### config.mk
export PLATFORM = sky130hd
export DESIGN_NAME = gb_cmd_master
export DESIGN_NICKNAME = d
export VERILOG_FILES = /design/src/rtl/gb_cmd_master_pkg.sv /design/src/rtl/gb_cmd_master.sv
export SDC_FILE = /design/constraint.sdc
export NUM_CORES = 1
export LEC_CHECK = 0
export CAP_MARGIN = 10
export CORE_MARGIN = 3
export CORE_UTILIZATION = 46
export CTS_CLUSTER_DIAMETER = 50
export DETAILED_ROUTE_END_ITERATION = 10
export MAX_ROUTING_LAYER = met4
export PLACE_DENSITY = 0.83
export SYNTH_ARGS = -nofsm -noshare
export SYNTH_HDL_FRONTEND = slang
export SYNTH_SLANG_ARGS = --single-unit
### constraint.sdc
create_clock -name gb_clk -period 6.4 [get_ports gb_clk]
set_clock_uncertainty 0.05 [all_clocks]
set_input_delay 1.6 -clock gb_clk [delete_from_list [all_inputs] [get_ports gb_clk]]
set_output_delay 1.6 -clock gb_clk [all_outputs]
set_load 0.005 [all_outputs]
### src/rtl/gb_cmd_master_pkg.sv
// Shared types and defaults for the ghostbus host-side command master.
package gb_cmd_master_pkg;

  typedef enum logic [2:0] {
    ST_IDLE  = 3'd0,
    ST_ISSUE = 3'd1,
    ST_RWAIT = 3'd2,
    ST_RESP  = 3'd3,
    ST_GAP   = 3'd4
  } gb_state_e;

  localparam int GB_READ_DELAY_DEFAULT = 3;
  localparam int GB_GAP_CYCLES_DEFAULT = 1;

endpackage

### src/rtl/gb_cmd_master.sv
// Ghostbus command master: turns a valid/ready command stream into single-cycle
// gb_wen/gb_rstb strobes and returns one in-order response per command.
module gb_cmd_master
  import gb_cmd_master_pkg::*;
#(
  parameter int GB_AW      = 24,
  parameter int GB_DW      = 32,
  parameter int READ_DELAY = GB_READ_DELAY_DEFAULT,
  parameter int GAP_CYCLES = GB_GAP_CYCLES_DEFAULT
) (
  input  logic             gb_clk,
  input  logic             gb_rst,
  input  logic             cmd_valid,
  output logic             cmd_ready,
  input  logic             cmd_write,
  input  logic [GB_AW-1:0] cmd_addr,
  input  logic [GB_DW-1:0] cmd_wdata,
  output logic             rsp_valid,
  input  logic             rsp_ready,
  output logic             rsp_write,
  output logic [GB_DW-1:0] rsp_rdata,
  output logic [GB_AW-1:0] gb_addr,
  output logic [GB_DW-1:0] gb_wdata,
  output logic             gb_wen,
  output logic             gb_rstb,
  input  logic [GB_DW-1:0] gb_rdata,
  output logic             busy,
  output logic [15:0]      xact_count,
  output gb_state_e        state_dbg
);

  // Handshakes: a beat transfers on the rising edge where valid && ready are both
  // high; valid holds its payload until that edge, and ready never depends on valid.

  localparam logic [3:0] RD_LOAD  = 4'(READ_DELAY - 1);
  localparam logic [3:0] GAP_LOAD = 4'((GAP_CYCLES > 0) ? (GAP_CYCLES - 1) : 0);

  gb_state_e  state, state_nxt;
  logic [3:0] cnt;
  logic       out_en;
  logic       cur_write;
  logic       cmd_fire;
  logic       rsp_fire;

  // out_en keeps cmd_ready low while reset is held and for no longer than one edge after.
  assign cmd_ready = out_en && (state == ST_IDLE);
  assign cmd_fire  = cmd_valid && cmd_ready;
  assign rsp_fire  = rsp_valid && rsp_ready;
  assign busy      = (state != ST_IDLE);
  assign state_dbg = state;

  always_ff @(posedge gb_clk or posedge gb_rst) begin
    if (gb_rst) state <= ST_IDLE;
    else        state <= state_nxt;
  end

  always_comb begin
    state_nxt = state;
    case (state)
      ST_IDLE:  if (cmd_fire) state_nxt = ST_ISSUE;
      ST_ISSUE: state_nxt = cur_write ? ST_RESP : ST_RWAIT;
      ST_RWAIT: if (cnt == 4'd0) state_nxt = ST_RESP;
      ST_RESP:  if (rsp_fire) state_nxt = (GAP_CYCLES == 0) ? ST_IDLE : ST_GAP;
      ST_GAP:   if (cnt == 4'd0) state_nxt = ST_IDLE;
      default:  state_nxt = ST_IDLE;
    endcase
  end

  always_ff @(posedge gb_clk or posedge gb_rst) begin
    if (gb_rst) begin
      out_en     <= 1'b0;
      cur_write  <= 1'b0;
      cnt        <= 4'd0;
      gb_addr    <= '0;
      gb_wdata   <= '0;
      gb_wen     <= 1'b0;
      gb_rstb    <= 1'b0;
      rsp_valid  <= 1'b0;
      rsp_write  <= 1'b0;
      rsp_rdata  <= '0;
      xact_count <= 16'd0;
    end else begin
      out_en  <= 1'b1;
      gb_wen  <= 1'b0;
      gb_rstb <= 1'b0;
      case (state)
        ST_IDLE: begin
          if (cmd_fire) begin
            cur_write <= cmd_write;
            gb_addr   <= cmd_addr;
            gb_wdata  <= cmd_write ? cmd_wdata : '0;
            gb_wen    <= cmd_write;
            gb_rstb   <= ~cmd_write;
          end
        end
        ST_ISSUE: begin
          if (cur_write) begin
            rsp_valid <= 1'b1;
            rsp_write <= 1'b1;
            rsp_rdata <= '0;
          end else begin
            cnt <= RD_LOAD;
          end
        end
        // gb_rdata is looked at only on this one edge, so X elsewhere never leaks in.
        ST_RWAIT: begin
          if (cnt == 4'd0) begin
            rsp_valid <= 1'b1;
            rsp_write <= 1'b0;
            rsp_rdata <= gb_rdata;
          end else begin
            cnt <= cnt - 4'd1;
          end
        end
        ST_RESP: begin
          if (rsp_fire) begin
            rsp_valid  <= 1'b0;
            xact_count <= xact_count + 16'd1;
            cnt        <= GAP_LOAD;
          end
        end
        ST_GAP: begin
          if (cnt != 4'd0) cnt <= cnt - 4'd1;
        end
        default: ;
      endcase
    end
  end

endmodule

**Word level (Yosys, flattened, before mapping)**

Cells that the tools add are included.

- Flip-flop bits (word level): 117
- Bits of input ports: 93
- Logic and storage cells: 68

- $add $sub $neg: 2
- Equality and inequality tests: 12
- Multiplexer cells: 25
- Bitwise gates (word level): 1
- Reduce and logical (&&, ||, !) cells: 16

Operators with widths:

| cell | count |
|---|---|
| $mux 32 | 3 |
| $pmux 32 s2 | 1 |
| $add 16x1->16 const B | 1 |
| $mux 4 | 4 |
| $ne 2x2->1 const B | 8 |
| $pmux 4 s4 | 1 |
| $pmux 3 s5 | 1 |
| $mux 3 | 4 |
| $mux 1 | 9 |
| $reduce_and 4->1 | 2 |
| $reduce_bool 4->1 | 2 |
| $eq 3x2->1 const B | 2 |
| $reduce_bool 3->1 | 2 |
| $reduce_and 5->1 | 1 |
| $logic_not 4->1 | 1 |
| $reduce_and 2->1 | 2 |
| $sub 4x1->4 const B | 1 |
| $eq 3x1->1 const B | 1 |
| $eq 3x3->1 const B | 1 |
| $logic_and 1x1->1 | 3 |
| $logic_not 3->1 | 1 |
| $pmux 1 s3 | 1 |
| $reduce_and 3->1 | 1 |
| $pmux 1 s2 | 1 |
| 2 further kinds | 2 |

**Logic depth before layout (Yosys ltp)**

- Depth in word-level cells: 5
- Depth in mapped cells: 8

**Worst setup path before layout**

OpenSTA, ideal clock, no wires.

- Path kind: input-to-reg
- From: input port rsp_ready
- To: register xact_count[11]
- Setup time: 124 ps
- Arrival time: 2374 ps
- Setup slack: 3852 ps
- Cell stages on the path: 3
- Path buffers: 0
- Path through: nand4b_4 or4_4 xnor2_2

- Word-level cells in the longest chain between the ends: 2

RTL lines:

| what | line | source |
|---|---|---|
| start: declaration | gb_cmd_master.sv:19 | `input logic rsp_ready,` |
| $logic_and 1x1->1 | gb_cmd_master.sv:48 | `assign rsp_fire = rsp_valid && rsp_ready;` |
| $reduce_and 2->1 (no line) | - |  |
| end signal: assignment | gb_cmd_master.sv:118 | `xact_count <= xact_count + 16'd1;` |
| end: declaration | gb_cmd_master.sv:28 | `output logic [15:0] xact_count,` |

Every way passes these cells.
A chain may end at the register's enable or synchronous reset.

**Worst setup path in the final report**

- From: register state[1] (netlist: state_dbg[1])
- To: output port cmd_ready

- Word-level cells in the longest chain between the ends: 2

RTL lines:

| what | line | source |
|---|---|---|
| start: declaration | gb_cmd_master.sv:38 | `gb_state_e state, state_nxt;` |
| start signal: assignment | gb_cmd_master.sv:54 | `else state <= state_nxt;` |
| $logic_not 3->1 | gb_cmd_master.sv:46 | `assign cmd_ready = out_en && (state == ST_IDLE);` |
| $logic_and 1x1->1 | gb_cmd_master.sv:46 |  |
| end: declaration | gb_cmd_master.sv:14 | `output logic cmd_ready,` |

Every way passes these cells.

==> impl_metrics.json <==
{
  "status": "complete, no violations",
  "post-route-min-period_ns": 3.85,
  "fillers": 701,
  "p_leak_nw": 3.50,
  "diodes": 0,
  "swShare": 0.296,
  "cts_inserted_buffers": 17,
  "worstPathMaxFanout": 15,
  "rsz0062_at_grt": "false",
  "clockPowerShare": 0.284,
  "period_share": 0.601,
  "max_slew.worst_pin.slew_ns": 1.20,
  "path_delay_family": "simple AND/OR/NAND/NOR gates",
  "synthArstFlopShare": 1.00,
  "path_clk_slew_ns": 0.05,
  "layout.nets": 743,
  "ys_types": 45,
  "p_sw_w": 0.00102,
  "finalHoldViolations": 0,
  "path_class": "reg -> out",
  "internal-power_w": 0.00242,
  "synth_flop_cell": "dfrtp_1",
  "combPwrFrac": 0.356,
  "grt_pass1_wl_mm": 20.2,
  "cp_data_arrival_time_ns": 2.20,
  "die-area_mm2": 0.0116,
  "die_y_um": 108,
  "cts_tree": "done",
  "cts_resized": 0,
  "drv_cap": 0,
  "root_buffer": "clkbuf_8",
  "min_path_type": "reg -> reg",
  "min-delay-start": "gb_wdata[10]",
  "ant_nets": 0,
  "mostFrequentLayoutCells": "205 x clkdlybuf4s50_1, 146 x nand2_1, 117 x dfrtp_1, 37 x nand3_1, 30 x a22o_1",
  "cts.sinks": 117,
  "placementRows": 36,
  "slew_headroom": 0.197,
  "final_cells": 794,
  "cts_max_level": 4,
  "drv_slew": 0,
  "utilization": 0.755,
  "core_mm2": 0.00991,
  "crit_required_ns": 4.75,
  "setup_violations": 0,
  "powerDensity_mw_per_mm2": 460,
  "synth_top_area_frac": 0.614,
  "synth_area_leader_cell": "dfrtp_1",
  "routedWlPerCell_um": 16.5,
  "cp.buffers_inverters": 1,
  "routed_wl_mm": 13.1,
  "clk-insertion-delay-late_ns": 0.50,
  "grt_max_degree": 82,
  "cp_cell_sequence": "nor3_1, and2_1, clkdlybuf4s50_1",
  "gp_congestion": 0.804,
  "antenna_found_initial": 0,
  "yosysSeqAreaShare": 0.614,
  "io_pins": 206,
  "cts_max_path_buffers": 2,
  "r2r_end": "gb_wdata[14]",
  "gr-usage-all-layers": 0.233,
  "max-vdd-ir-drop_mv": 0.216,
  "layout_commonest_cell": "clkdlybuf4s50_1",
  "place_ws_ns": 2.78,
  "grt-ovfl-total": 0,
  "synth-edff-count": 0,
  "drt_iter0_markers": 194,
  "reg2reg_slack_ns": 3.81,
  "vias": 4088,
  "start_util": 0.481,
  "syn2layout_area_growth_pct": 56.9,
  "hold_end": "gb_wdata[10]",
  "viasPerCell": 5.15,
  "grt_pass1_vias": 4145,
  "firstDrtPassIters": 5,
  "ys_top_cells_by_area": "dfrtp_1 61%, nand2_1 11%, a22o_1 5.5%",
  "layout-drive-gt1-share": 0.0817,
  "synth_seq_cells": 117,
  "placedCellCount": 760,
  "syn_avg_cell_area_um2": 10.7,
  "cp-end-kind": "output port",
  "die_w_um": 108,
  "drcViolationCount": 0,
  "slowest_stage": "dfrtp_1",
  "hold_depth": 2,
  "r2r_cells": 4,
  "critPathMaxStageDelay_ns": 0.55,
  "cts_hold_buf": 0,
  "setup_slack_ns": 2.55,
  "tns_ns": 0,
  "ys_warn_count": 0,
  "start_kind": "flip-flop",
  "portBuffers": 205,
  "cts_setup_buffers": 0,
  "synthCells": 447,
  "fmax_mhz": 260,
  "netlist_area_mm2": 0.00477,
  "syn-num-nets": 542,
  "power_w": 0.00344,
  "pwr-share-seq": 0.360,
  "reg2reg_from": "state_dbg[1]",
  "dpl.hpwl_mm": 9.09
}
[cell families after synthesis]
group | Yosys count | share of synthesized area
AOI/OAI and AO/OA | 43 | 0.0753
xor gates and xnor gates | 16 | 0.0309
adders and majority gates | 2 | 0.00524
buffers and inverters | 32 | 0.0448
DFF | 117 | 0.614
muxes | 4 | 0.00918
other | 1 | 0.000786
and+or+nand+nor | 232 | 0.220
[cell usage after synthesis (4+ instances only)]
cell	instances
inv_1	5
nor2_1	14
xnor2_1	10
buf_2	6
nor3_1	7
nand4_1	6
clkbuf_1	7
xor2_1	5
and2_1	4
buf_6	4
dfrtp_1	117
a22o_1	30
buf_4	6
nand3_1	38
nand2_1	146
[worst reg2reg max path: stages, from the launching register on]
cell and delay, ns:
dfrtp_1 0.55, nor3_1 0.45, nand3_2 0.94, nand2_1 0.39, nand2_1 0.08
[power by group through the flow]
stage / Combinational [W] / Sequential (W) / Clock (W)
2_1_floorplan: 0.000499 / 0.00117 / 0
3_3_place_gp: 0.00119 / 0.00123 / 0
3_5_place_dp: 0.00122 / 0.00124 / 0
4_1_cts: 0.00124 / 0.00124 / 0.000996
5_1_grt: 0.00134 / 0.00128 / 0.00104
6_report: 0.00123 / 0.00124 / 0.000977
[per-stage QoR]
stage	hold WS [ns]	cell area [um2]
floorplan	0.413	4770
global placement	0.401	6820
detailed placement	0.411	6820
CTS	0.424	7440
global route	0.437	7490
finish	0.419	7490
[area by class of cell]
class	count	area, um2	share of cell area
flip-flops and latches	117	2930	0.391
repair buffers	208	2100	0.281
multi-input cells	298	1640	0.219
clock buffers	20	445	0.0595
clock inverters	12	178	0.0237
well taps	133	166	0.0222
inverters	6	25.0	0.00334
[state kept, by name, indices dropped and copies added, names as in the netlist]
name / count
gb_rstb: 1
rsp_valid: 1
xact_count: 16
state_dbg: 3
gb_wdata: 32
rsp_write: 1
cur_write: 1
cnt: 4
rsp_rdata: 32
out_en: 1
gb_wen: 1
gb_addr: 24
[metal layers]
metal	track usage	share of wire	up-vias	wire, um
met4	0.0694	0.013	0	176
met2	0.370	0.49	176	6450
li1	-	-	1902	-
met5	-	0	-	0
met1	0.277	0.40	1995	5250
met3	0.0888	0.093	15	1220
[how the worst max path moves through the flow]
stage / startpoint / end / slack [ns] / cells after the start
finish: state_dbg[1] / cmd_ready / 2.55 / 3
global route: state_dbg[1] / cmd_ready / 2.38 / 3
CTS: state_dbg[1] / cmd_ready / 2.52 / 3
detailed placement: cmd_valid / cur_write / 2.78 / 3
global placement: cmd_valid / cur_write / 2.80 / 3
floorplan: gb_rst / cnt[0] / 1.65 / 1
No activity file was read; power rests on OpenSTA's default activity.
